<file path="src/rtl/rd_pkg.sv">
// Shared state encoding and word/count widths for the RD event-transfer path.
package rd_pkg;

  localparam int RD_WORD_BITS   = 13;
  localparam int RD_EVENT_WORDS = 2048;
  localparam int RD_COUNT_BITS  = 12;

  typedef enum logic [2:0] {
    ST_IDLE,
    ST_REQ,
    ST_XFR,
    ST_DONE,
    ST_ABORT
  } rd_state_e;

endpackage

</file>
<file path="src/rtl/rd_edge_detect.sv">
// Rise/fall detector for an already-synchronized level, built on a registered previous sample.
module rd_edge_detect (
  input  logic i_clk,
  input  logic i_rst_n,
  input  logic i_level,
  output logic o_rise,
  output logic o_fall
);

  logic r_prev;

  // NOTE: sequential state uses non-blocking assignment so every flop samples pre-edge values.
  // The previous sample resets high: a level still high from before reset never reads as a new rise.
  always_ff @(posedge i_clk or negedge i_rst_n) begin
    if (!i_rst_n) r_prev <= 1'b1;
    else          r_prev <= i_level;
  end

  assign o_rise =  i_level & ~r_prev;
  assign o_fall = ~i_level &  r_prev;

endmodule

</file>
<file path="src/rtl/rd_xfr_scheduler.sv">
// Allocates event buffers on trigger, supervises the RD serial transfer and reports completion.
// Optional watchdog/ABORT path is built only when RD_XFR_TIMEOUT_EN is defined.
module rd_xfr_scheduler
  import rd_pkg::*;
#(
  parameter int NBUF              = 4,
  parameter int BUF_ID_BITS       = 2,
  parameter int EXPECTED_WORDS    = RD_EVENT_WORDS,
  parameter int TRIG_PULSE_CYCLES = 4,
  parameter int TIMEOUT_CYCLES    = 200000
) (
  input  logic                     AXI_CLK,
  input  logic                     AXI_RSTN,
  input  logic                     TRIGGER,
  input  logic                     XFR_ACTIVE,
  input  logic                     WORD_STROBE,
  input  logic                     BUF_RELEASE,
  input  logic [BUF_ID_BITS-1:0]   BUF_RELEASE_ID,
  output logic                     RD_TRIG_OUT,
  output logic [BUF_ID_BITS-1:0]   WR_BUF,
  output logic [NBUF-1:0]          BUF_FULL,
  output logic                     DONE,
  output logic [BUF_ID_BITS-1:0]   DONE_BUF,
  output logic [RD_COUNT_BITS-1:0] WORD_COUNT,
  output logic                     ERR_SHORT,
  output logic                     ERR_TIMEOUT,
  output logic [15:0]              DROP_COUNT
);

  localparam int                       PULSE_W       = (TRIG_PULSE_CYCLES > 1) ? $clog2(TRIG_PULSE_CYCLES) : 1;
  localparam logic [PULSE_W-1:0]       LP_PULSE_LOAD = PULSE_W'(TRIG_PULSE_CYCLES - 1);
  localparam logic [RD_COUNT_BITS-1:0] LP_EXPECTED   = RD_COUNT_BITS'(EXPECTED_WORDS);

  rd_state_e                r_state;
  logic                     r_rd_trig;
  logic [PULSE_W-1:0]       r_pulse_cnt;
  logic [BUF_ID_BITS-1:0]   r_wr_buf;
  logic [NBUF-1:0]          r_full;
  logic                     r_done;
  logic [BUF_ID_BITS-1:0]   r_done_buf;
  logic [RD_COUNT_BITS-1:0] r_word_cnt;
  logic [RD_COUNT_BITS-1:0] r_word_count;
  logic                     r_err_short;
  logic [15:0]              r_drop_cnt;

  logic                     w_rise;
  logic                     w_fall;
  logic [NBUF-1:0]          w_rel_mask;
  logic [NBUF-1:0]          w_full_rel;
  logic                     w_accept;
  logic                     w_drop;
  logic                     w_xfr_end;
  logic                     w_timeout;
  logic [RD_COUNT_BITS-1:0] w_word_next;

  rd_edge_detect u_xfr_edge (
    .i_clk   (AXI_CLK),
    .i_rst_n (AXI_RSTN),
    .i_level (XFR_ACTIVE),
    .o_rise  (w_rise),
    .o_fall  (w_fall)
  );

  // Release is applied before the free check, so releasing WR_BUF lets a same-cycle trigger in.
  assign w_rel_mask  = BUF_RELEASE ? (NBUF'(1) << BUF_RELEASE_ID) : '0;
  assign w_full_rel  = r_full & ~w_rel_mask;
  assign w_accept    = (r_state == ST_IDLE) && TRIGGER && !w_full_rel[r_wr_buf];
  assign w_drop      = TRIGGER && !w_accept;
  assign w_xfr_end   = (r_state == ST_XFR) && w_fall;
  assign w_word_next = (WORD_STROBE && (r_word_cnt != '1)) ? r_word_cnt + 1'b1 : r_word_cnt;

`ifdef RD_XFR_TIMEOUT_EN
  localparam int WD_W = $clog2(TIMEOUT_CYCLES + 1);

  logic [WD_W-1:0] r_wd_cnt;
  logic            r_err_timeout;
  logic            w_wd_active;

  assign w_wd_active = (r_state == ST_REQ) || (r_state == ST_XFR);
  // A transfer ending on the limit cycle completes normally rather than aborting.
  assign w_timeout   = w_wd_active && !w_xfr_end && (r_wd_cnt == WD_W'(TIMEOUT_CYCLES - 1));

  always_ff @(posedge AXI_CLK or negedge AXI_RSTN) begin
    if (!AXI_RSTN) begin
      r_wd_cnt      <= '0;
      r_err_timeout <= 1'b0;
    end else begin
      if (w_accept)         r_wd_cnt <= '0;
      else if (w_wd_active) r_wd_cnt <= r_wd_cnt + 1'b1;
      if (w_timeout)        r_err_timeout <= 1'b1;
    end
  end

  assign ERR_TIMEOUT = r_err_timeout;
`else
  assign w_timeout   = 1'b0;
  assign ERR_TIMEOUT = 1'b0;
`endif

  always_ff @(posedge AXI_CLK or negedge AXI_RSTN) begin
    if (!AXI_RSTN) begin
      r_state      <= ST_IDLE;
      r_rd_trig    <= 1'b0;
      r_pulse_cnt  <= '0;
      r_wr_buf     <= '0;
      r_full       <= '0;
      r_done       <= 1'b0;
      r_done_buf   <= '0;
      r_word_cnt   <= '0;
      r_word_count <= '0;
      r_err_short  <= 1'b0;
      r_drop_cnt   <= '0;
    end else begin
      r_done <= 1'b0;
      r_full <= w_full_rel;

      if (w_drop && (r_drop_cnt != 16'hFFFF)) r_drop_cnt <= r_drop_cnt + 1'b1;

      if (w_accept) begin
        r_rd_trig   <= 1'b1;
        r_pulse_cnt <= LP_PULSE_LOAD;
      end else if (r_pulse_cnt != '0) begin
        r_pulse_cnt <= r_pulse_cnt - 1'b1;
      end else begin
        r_rd_trig   <= 1'b0;
      end

      case (r_state)
        ST_IDLE: begin
          if (w_accept) begin
            r_state    <= ST_REQ;
            r_word_cnt <= '0;
          end
        end
        ST_REQ: begin
          if (w_timeout)   r_state <= ST_ABORT;
          else if (w_rise) r_state <= ST_XFR;
        end
        ST_XFR: begin
          r_word_cnt <= w_word_next;
          // Completion results are registered on the fall itself so DONE and its data appear together.
          if (w_fall) begin
            r_state      <= ST_DONE;
            r_done       <= 1'b1;
            r_done_buf   <= r_wr_buf;
            r_word_count <= w_word_next;
            r_err_short  <= (w_word_next != LP_EXPECTED);
            r_full       <= w_full_rel | (NBUF'(1) << r_wr_buf);
            r_wr_buf     <= r_wr_buf + 1'b1;
          end else if (w_timeout) begin
            r_state      <= ST_ABORT;
          end
        end
        ST_DONE: r_state <= ST_IDLE;
`ifdef RD_XFR_TIMEOUT_EN
        ST_ABORT: if (!XFR_ACTIVE) r_state <= ST_IDLE;
`endif
        default: r_state <= ST_IDLE;
      endcase
    end
  end

  assign RD_TRIG_OUT = r_rd_trig;
  assign WR_BUF      = r_wr_buf;
  assign BUF_FULL    = r_full;
  assign DONE        = r_done;
  assign DONE_BUF    = r_done_buf;
  assign WORD_COUNT  = r_word_count;
  assign ERR_SHORT   = r_err_short;
  assign DROP_COUNT  = r_drop_cnt;

endmodule
</file>
<file path="config.mk">
export PLATFORM = sky130hd
export DESIGN_NAME = rd_xfr_scheduler
export DESIGN_NICKNAME = d
export VERILOG_FILES = /design/src/rtl/rd_pkg.sv /design/src/rtl/rd_edge_detect.sv /design/src/rtl/rd_xfr_scheduler.sv
export SDC_FILE = /design/constraint.sdc
export NUM_CORES = 1
export LEC_CHECK = 0
export CAP_MARGIN = 0
export CORE_MARGIN = 2
export CORE_UTILIZATION = 50
export CTS_BUF_LIST = sky130_fd_sc_hd__clkbuf_2
export DETAILED_ROUTE_END_ITERATION = 6
export PLACE_DENSITY = 0.81
export REMOVE_ABC_BUFFERS = 1
export SETUP_SLACK_MARGIN = 0.3
export SYNTH_ARGS = -nofsm -noshare
export SYNTH_HDL_FRONTEND = slang
export SYNTH_SLANG_ARGS = --single-unit
</file>
<file path="constraint.sdc">
create_clock -name AXI_CLK -period 3.1 [get_ports AXI_CLK]
set_clock_uncertainty 0.05 [all_clocks]
set_input_delay 0.62 -clock AXI_CLK [delete_from_list [all_inputs] [get_ports AXI_CLK]]
set_output_delay 0.62 -clock AXI_CLK [all_outputs]
set_load 0.1 [all_outputs]
</file>
==> flow_summary.json, run 1 <==
{
  "critPathLaunchType": "flip-flop",
  "first_global_vias": 2260,
  "path_clk_slew_ns": 0.29,
  "boundaryPins": 48,
  "synth-xor-area-share_pct": 6.910,
  "rsz0062_at_grt": "false",
  "synthFlopType": "dfrtp_1",
  "cp_max_fo": 8,
  "grt_max_degree": 27,
  "drtAntennaViolNets": 0,
  "critPathRequiredTime_ns": 3.47,
  "start_util_pct": 52.30,
  "place_congestion": 0.8993,
  "cts_setup_buffers": 0,
  "drt_wl_total_um": 6365,
  "wl_per_cell_um": 15.26,
  "synthCells": 298,
  "synthDistinctLibCells": 51,
  "dp_hpwl_um": 4799,
  "tightest_slew_ns": 0.7688,
  "slew_viol_final": 0,
  "setup_viol": 0,
  "maxCapViolations": 0,
  "yosys.area_share.adder_pct": 4.721,
  "diodes": 0,
  "mostFrequentLayoutCells": "55 x dfrtp_1, 47 x buf_4, 43 x nand2_1, 26 x o21ai_0, 17 x xnor2_1",
  "track_usage_pct": 21.12,
  "synth_edf_count": 0,
  "ys_async_sr_fraction_pct": 100.0,
  "layout_commonest_cell": "dfrtp_1",
  "slew_headroom_pct": 48.08,
  "viasPerCell": 5.638,
  "num_vias": 2351,
  "cts_buffers": 5,
  "synth-seq-cells": 56,
  "nNetsFinal": 363,
  "hp-class": "in2async",
  "utilization_pct": 60.99,
  "syn_to_final_growth_pct": 16.61,
  "cts.sinks": 56,
  "drt_iter0_markers": 81,
  "peakVddDrop_v": 0.0005333,
  "synth_top_family_by_area": "simple AND/OR/NAND/NOR gates",
  "synthMuxAreaShare_pct": 2.618,
  "antenna_found_initial": 0,
  "portBuffers": 46,
  "yosys.area_share.simple_pct": 19.27,
  "synth.avg_cell_area_um2": 9.783,
  "drive_gt1_share_pct": 18.26,
  "finalCriticalPeriod_ns": 2.572,
  "p_leak_nw": 1.557,
  "netlist_area_um2": 2915,
  "die_h_um": 80.36,
  "timing.fmax_mhz": 388.8,
  "die_x_um": 80.36,
  "worstPathArrival_ns": 2.94,
  "place_ws_ns": -0.07766,
  "fill_cells": 496,
  "cts-htree-levels": 2,
  "crit_type": "reg2reg",
  "first_pass_iters": 4,
  "crit_path_end_kind": "flip-flop",
  "total_power_mw": 3.124,
  "grt_pass1_wl_um": 10600,
  "status": "completed",
  "clockBufferDepth": 2,
  "p_per_area_nw_per_um2": 919.0,
  "yosysWarnings": 0,
  "drcViolationCount": 0,
  "die_area_um2": 6458,
  "hold_violations": 0,
  "clk-insertion-delay-late_ns": 0.47,
  "cts_root_buf": "clkbuf_2",
  "grt-ovfl-total": 0,
  "core-area_um2": 5574,
  "period_share_pct": 82.98,
  "synth.yosys.seq_area_share_pct": 48.11,
  "setup_slack_ns": 0.5277,
  "synth-compound-area-share_pct": 13.65,
  "rows": 27,
  "cts_tree": "yes"
}
Yosys cell counts, types with 3 or more instances:
master	instances	area, um2
a21oi_1	5	25.02
a22o_1	6	52.55
a31oi_1	3	18.77
and3_1	5	31.28
and4_1	3	26.28
buf_2	5	25.02
clkbuf_1	6	22.52
dfrtp_1	55	1376
ha_1	11	137.6
inv_1	12	45.04
mux2i_1	5	50.05
nand2_1	43	161.4
nand2b_1	5	31.28
nand3_1	9	45.04
nand4_1	13	81.33
nor2_1	14	52.55
nor3_1	3	15.01
o21ai_0	26	130.1
o31ai_1	5	37.54
xnor2_1	17	148.9
xor2_1	6	52.55
area by class of cell:
cell class / count / area (um2) / area share (%)
Clock buffer: 5 / 25.02 / 0.7361
Clock inverter: 3 / 26.28 / 0.7729
Inverter: 12 / 45.04 / 1.325
Multi-Input combinational cell: 214 / 1383 / 40.67
Sequential cell: 56 / 1403 / 41.26
Tap cell: 72 / 90.09 / 2.650
Timing Repair Buffer: 55 / 427.9 / 12.59
registers in the layout (all words and copies together), names as in the netlist:
signal / cells
BUF_FULL: 4
r_state: 2
DONE: 1
u_xfr_edge.r_prev: 1
DROP_COUNT: 16
ERR_SHORT: 1
r_word_cnt: 12
WORD_COUNT: 12
DONE_BUF: 2
r_pulse_cnt: 2
WR_BUF: 2
RD_TRIG_OUT: 1
path summary, 6_finish.rpt:
kind	from	to	slack, ns	depth (start not counted)
min reg2reg	WORD_COUNT[2]$_DFFE_PN0P_	WORD_COUNT[2]$_DFFE_PN0P_	0.47	2
min	AXI_RSTN	DROP_COUNT[4]$_DFFE_PN0P_	0.45	2
max	r_word_cnt[1]$_DFFE_PN0P_	ERR_SHORT$_DFFE_PN0P_	0.53	6
min in group AXI_CLK	WORD_COUNT[2]$_DFFE_PN0P_	WORD_COUNT[2]$_DFFE_PN0P_	0.47	2
max reg2reg	r_word_cnt[1]$_DFFE_PN0P_	ERR_SHORT$_DFFE_PN0P_	0.53	6
max in group asynchronous	AXI_RSTN	u_xfr_edge.r_prev$_DFF_PN1_	1.86	3
timing repair:
item	CTS	global route
gates resized for setup	0	1
endpoints found under the hold margin	12	0
endpoints found under the setup margin	0	1
hold buffers	1	0
cells by family (layout without fill, tap and decap cells):
| family | Yosys count | count (layout) |
|---|---|---|
| adder cells (fa/ha/maj) | 11 | 11 |
| flip-flops | 56 | 56 |
| multiplexers | 7 | 7 |
| AND/OR/NAND/NOR | 111 | 111 |
| buffers and inverters | 28 | 75 |
| other | 1 | 1 |
| XOR/XNOR | 23 | 23 |
| AO/OA/AOI/OAI | 61 | 61 |
routing by layer:
metal	part of all wire [%]	vias up	GRT usage (%)	wire (um)
met2	48	74	35.67	3075
met1	45	1122	26.74	2844
met5	0	-	0	0
met3	5.1	11	4.494	327
li1	-	1144	-	-
met4	1.9	0	7.458	118
through the flow:
stage | TNS (ns) | hold WS (ns) | instances | cell area (um2)
6_report | 0 | 0.4495 | 417 | 3400
5_1_grt | 0 | 0.4410 | 417 | 3400
4_1_cts | 0 | 0.4553 | 417 | 3396
3_3_place_gp | 0 | 0.4126 | 408 | 3334
2_1_floorplan | 0 | 0.2744 | 282 | 2826
3_5_place_dp | -0.08426 | 0.4172 | 408 | 3334
power by group:
part,total (mW),switching (mW),internal [mW]
clock network,0.311,0.246,0.0645
registers,1.07,0.179,0.892
logic,1.74,1.31,0.429
total,3.12,1.74,1.39
critical path: stages (launching register included):
cell and delay [ns]:
dfrtp_1 0.56, ha_1 0.32, inv_1 0.13, o41ai_1 0.76
a21oi_1 0.12, or3_1 0.41, o22a_1 0.17
Power figures use the tool's default switching activity.
==> run 2, diff against run 1 <==
==> constraint.sdc (replaced) <==
create_clock -name AXI_CLK -period 2.6 [get_ports AXI_CLK]
set_clock_uncertainty 0.05 [all_clocks]
set_input_delay 0.52 -clock AXI_CLK [delete_from_list [all_inputs] [get_ports AXI_CLK]]
set_output_delay 0.52 -clock AXI_CLK [all_outputs]
set_load 0.1 [all_outputs]
==> flow_summary.json, run 2 (synthesized netlist as in run 1, its figures left out) <==
{
  "peakVddDrop_v": 0.0008461,
  "layout_commonest_cell": "buf_4",
  "fill_cells": 465,
  "drive_gt1_share_pct": 29.02,
  "finalCriticalPeriod_ns": 2.305,
  "grt-ovfl-total": 0,
  "setup_tns_ns": 0,
  "grt_use_met3_pct": 3.483,
  "cts_root_buf": "clkbuf_2",
  "period_share_pct": 88.65,
  "path_clk_slew_ns": 0.31,
  "rsz0062_at_grt": "true",
  "gr-usage-met2_pct": 36.17,
  "core-area_um2": 5574,
  "clockBufferDepth": 2,
  "drt_wl_total_um": 6919,
  "slew_viol_final": 0,
  "hold_violations": 0,
  "drt_iter0_markers": 188,
  "wl_per_cell_um": 15.34,
  "crit_path_end_kind": "flip-flop",
  "clkPwrFrac_pct": 9.6,
  "nNetsFinal": 397,
  "top_usage_layer": "met2",
  "die_h_um": 80.36,
  "utilization_pct": 66.29,
  "seqPwrFrac_pct": 32.8,
  "maxCapViolations": 0,
  "hp-class": "in2async",
  "mostFrequentLayoutCells": "81 x buf_4, 48 x dfrtp_1, 43 x nand2_1, 26 x o21ai_0, 17 x xnor2_1",
  "switchingPower_mw": 2.095,
  "place_inst": 431,
  "place_congestion": 0.8844,
  "die_x_um": 80.36,
  "status": "completed",
  "swShare_pct": 54.98,
  "track_usage_pct": 22.30,
  "timing.fmax_mhz": 433.9,
  "first_pass_iters": 4,
  "cts.sinks": 56,
  "first_global_vias": 2328,
  "cp_max_fo": 6,
  "critPathLaunchType": "flip-flop",
  "pwr-share-comb_pct": 57.5,
  "syn_to_final_growth_pct": 26.74,
  "die_area_um2": 6458,
  "clk-insertion-delay-late_ns": 0.48,
  "place_area_um2": 3507,
  "num_vias": 2481,
  "viasPerCell": 5.501,
  "drcViolationCount": 0,
  "cts-htree-levels": 2,
  "grt_pass1_wl_um": 11210,
  "diodes": 0,
  "p_per_area_nw_per_um2": 1031,
  "use_met1_pct": 30.47,
  "worstPathArrival_ns": 2.64,
  "largest_register_ffs": 16,
  "fin_area_um2": 3695,
  "fin_cells": 451,
  "drtAntennaViolNets": 0,
  "p_int_mw": 1.715,
  "antenna_found_initial": 0,
  "total_power_mw": 3.810,
  "setup_viol": 0,
  "boundaryPins": 48,
  "p_leak_nw": 1.717,
  "crit_type": "reg2reg",
  "dp_hpwl_um": 4859,
  "critPathRequiredTime_ns": 2.94,
  "cts_tree": "yes",
  "portBuffers": 46,
  "start_util_pct": 52.30,
  "grt_max_degree": 25,
  "cts_buffers": 5,
  "rows": 27
}
run 2: changes by cell type in the layout (fill, tap and decap cells not counted), moves of 2 or more:
| cell | delta |
|---|---|
| buf_4 | +34 |
| dfrtp_1 | -7 |
| dfrtp_2 | +7 |
| clkinvlp_4 | +2 |
| inv_6 | -2 |
run 2: power by group through the flow:
stage               Combinational [mW]  Clock [mW]  Sequential [mW]
floorplan                        0.574           0             2.26
global placement                  2.09           0             1.26
detailed placement                2.13           0             1.27
global route                      2.34       0.403             1.28
CTS                               2.14       0.373             1.25
finish                            2.19       0.366             1.25
run 2: metrics by stage:
| step | worst slack [ns] | hold WS, ns |
|---|---|---|
| floorplan | -0.09009 | 0.1744 |
| global placement | -0.2097 | 0.4127 |
| detailed placement | -0.2712 | 0.4190 |
| CTS | 0.3010 | 0.4216 |
| global route | 0.2194 | 0.4115 |
| finish | 0.2952 | 0.4156 |
run 2: routing by layer:
metal	share of wire, %	routed length (um)
met1	45	3125
met2	48	3340
met3	5.1	356
met4	1.4	97
met5	0	0
run 2: cell type report:
cell class | instances | area [um2] | share of cell area [%]
sequential | 56 | 1411 | 38.20
timing repair buffer | 89 | 683.2 | 18.49
multi-input combinational | 214 | 1416 | 38.33
tap | 72 | 90.09 | 2.438
clock buffer | 5 | 25.02 | 0.6773
clock inverter | 3 | 23.77 | 0.6434
inverter | 12 | 45.04 | 1.219
run 2: what timing repair did:
item / CTS / global route
hold buffers: 1 / 0
cloned: 0 / 0
pin swaps: 0 / 3
hold endpoints to repair: 20 / 0
buffers inserted: 0 / 11
setup endpoints to repair: 13 / 28
resized for setup: 3 / 12
run 2: critical path, stage by stage, from the launching register on:
cell,delay [ns]
dfrtp_2,0.50
nand4_1,0.27
nor4_2,0.39
or3_4,0.19
mux2_4,0.30
or3_1,0.36
o22a_1,0.16
run 2: worst paths after layout:
| path | start | to | slack, ns | cells past startpoint |
|---|---|---|---|---|
| hold reg to reg | DROP_COUNT[13]$_DFFE_PN0P_ | DROP_COUNT[13]$_DFFE_PN0P_ | 0.46 | 1 |
| max in group asynchronous | AXI_RSTN | r_word_cnt[9]$_DFFE_PN0P_ | 1.39 | 3 |
| setup / recovery | r_word_cnt[4]$_DFFE_PN0P_ | ERR_SHORT$_DFFE_PN0P_ | 0.30 | 6 |
| setup reg to reg | r_word_cnt[4]$_DFFE_PN0P_ | ERR_SHORT$_DFFE_PN0P_ | 0.30 | 6 |
| min in group AXI_CLK | XFR_ACTIVE | u_xfr_edge.r_prev$_DFF_PN1_ | 0.44 | 1 |
| hold / removal | AXI_RSTN | DROP_COUNT[1]$_DFFE_PN0P_ | 0.42 | 2 |
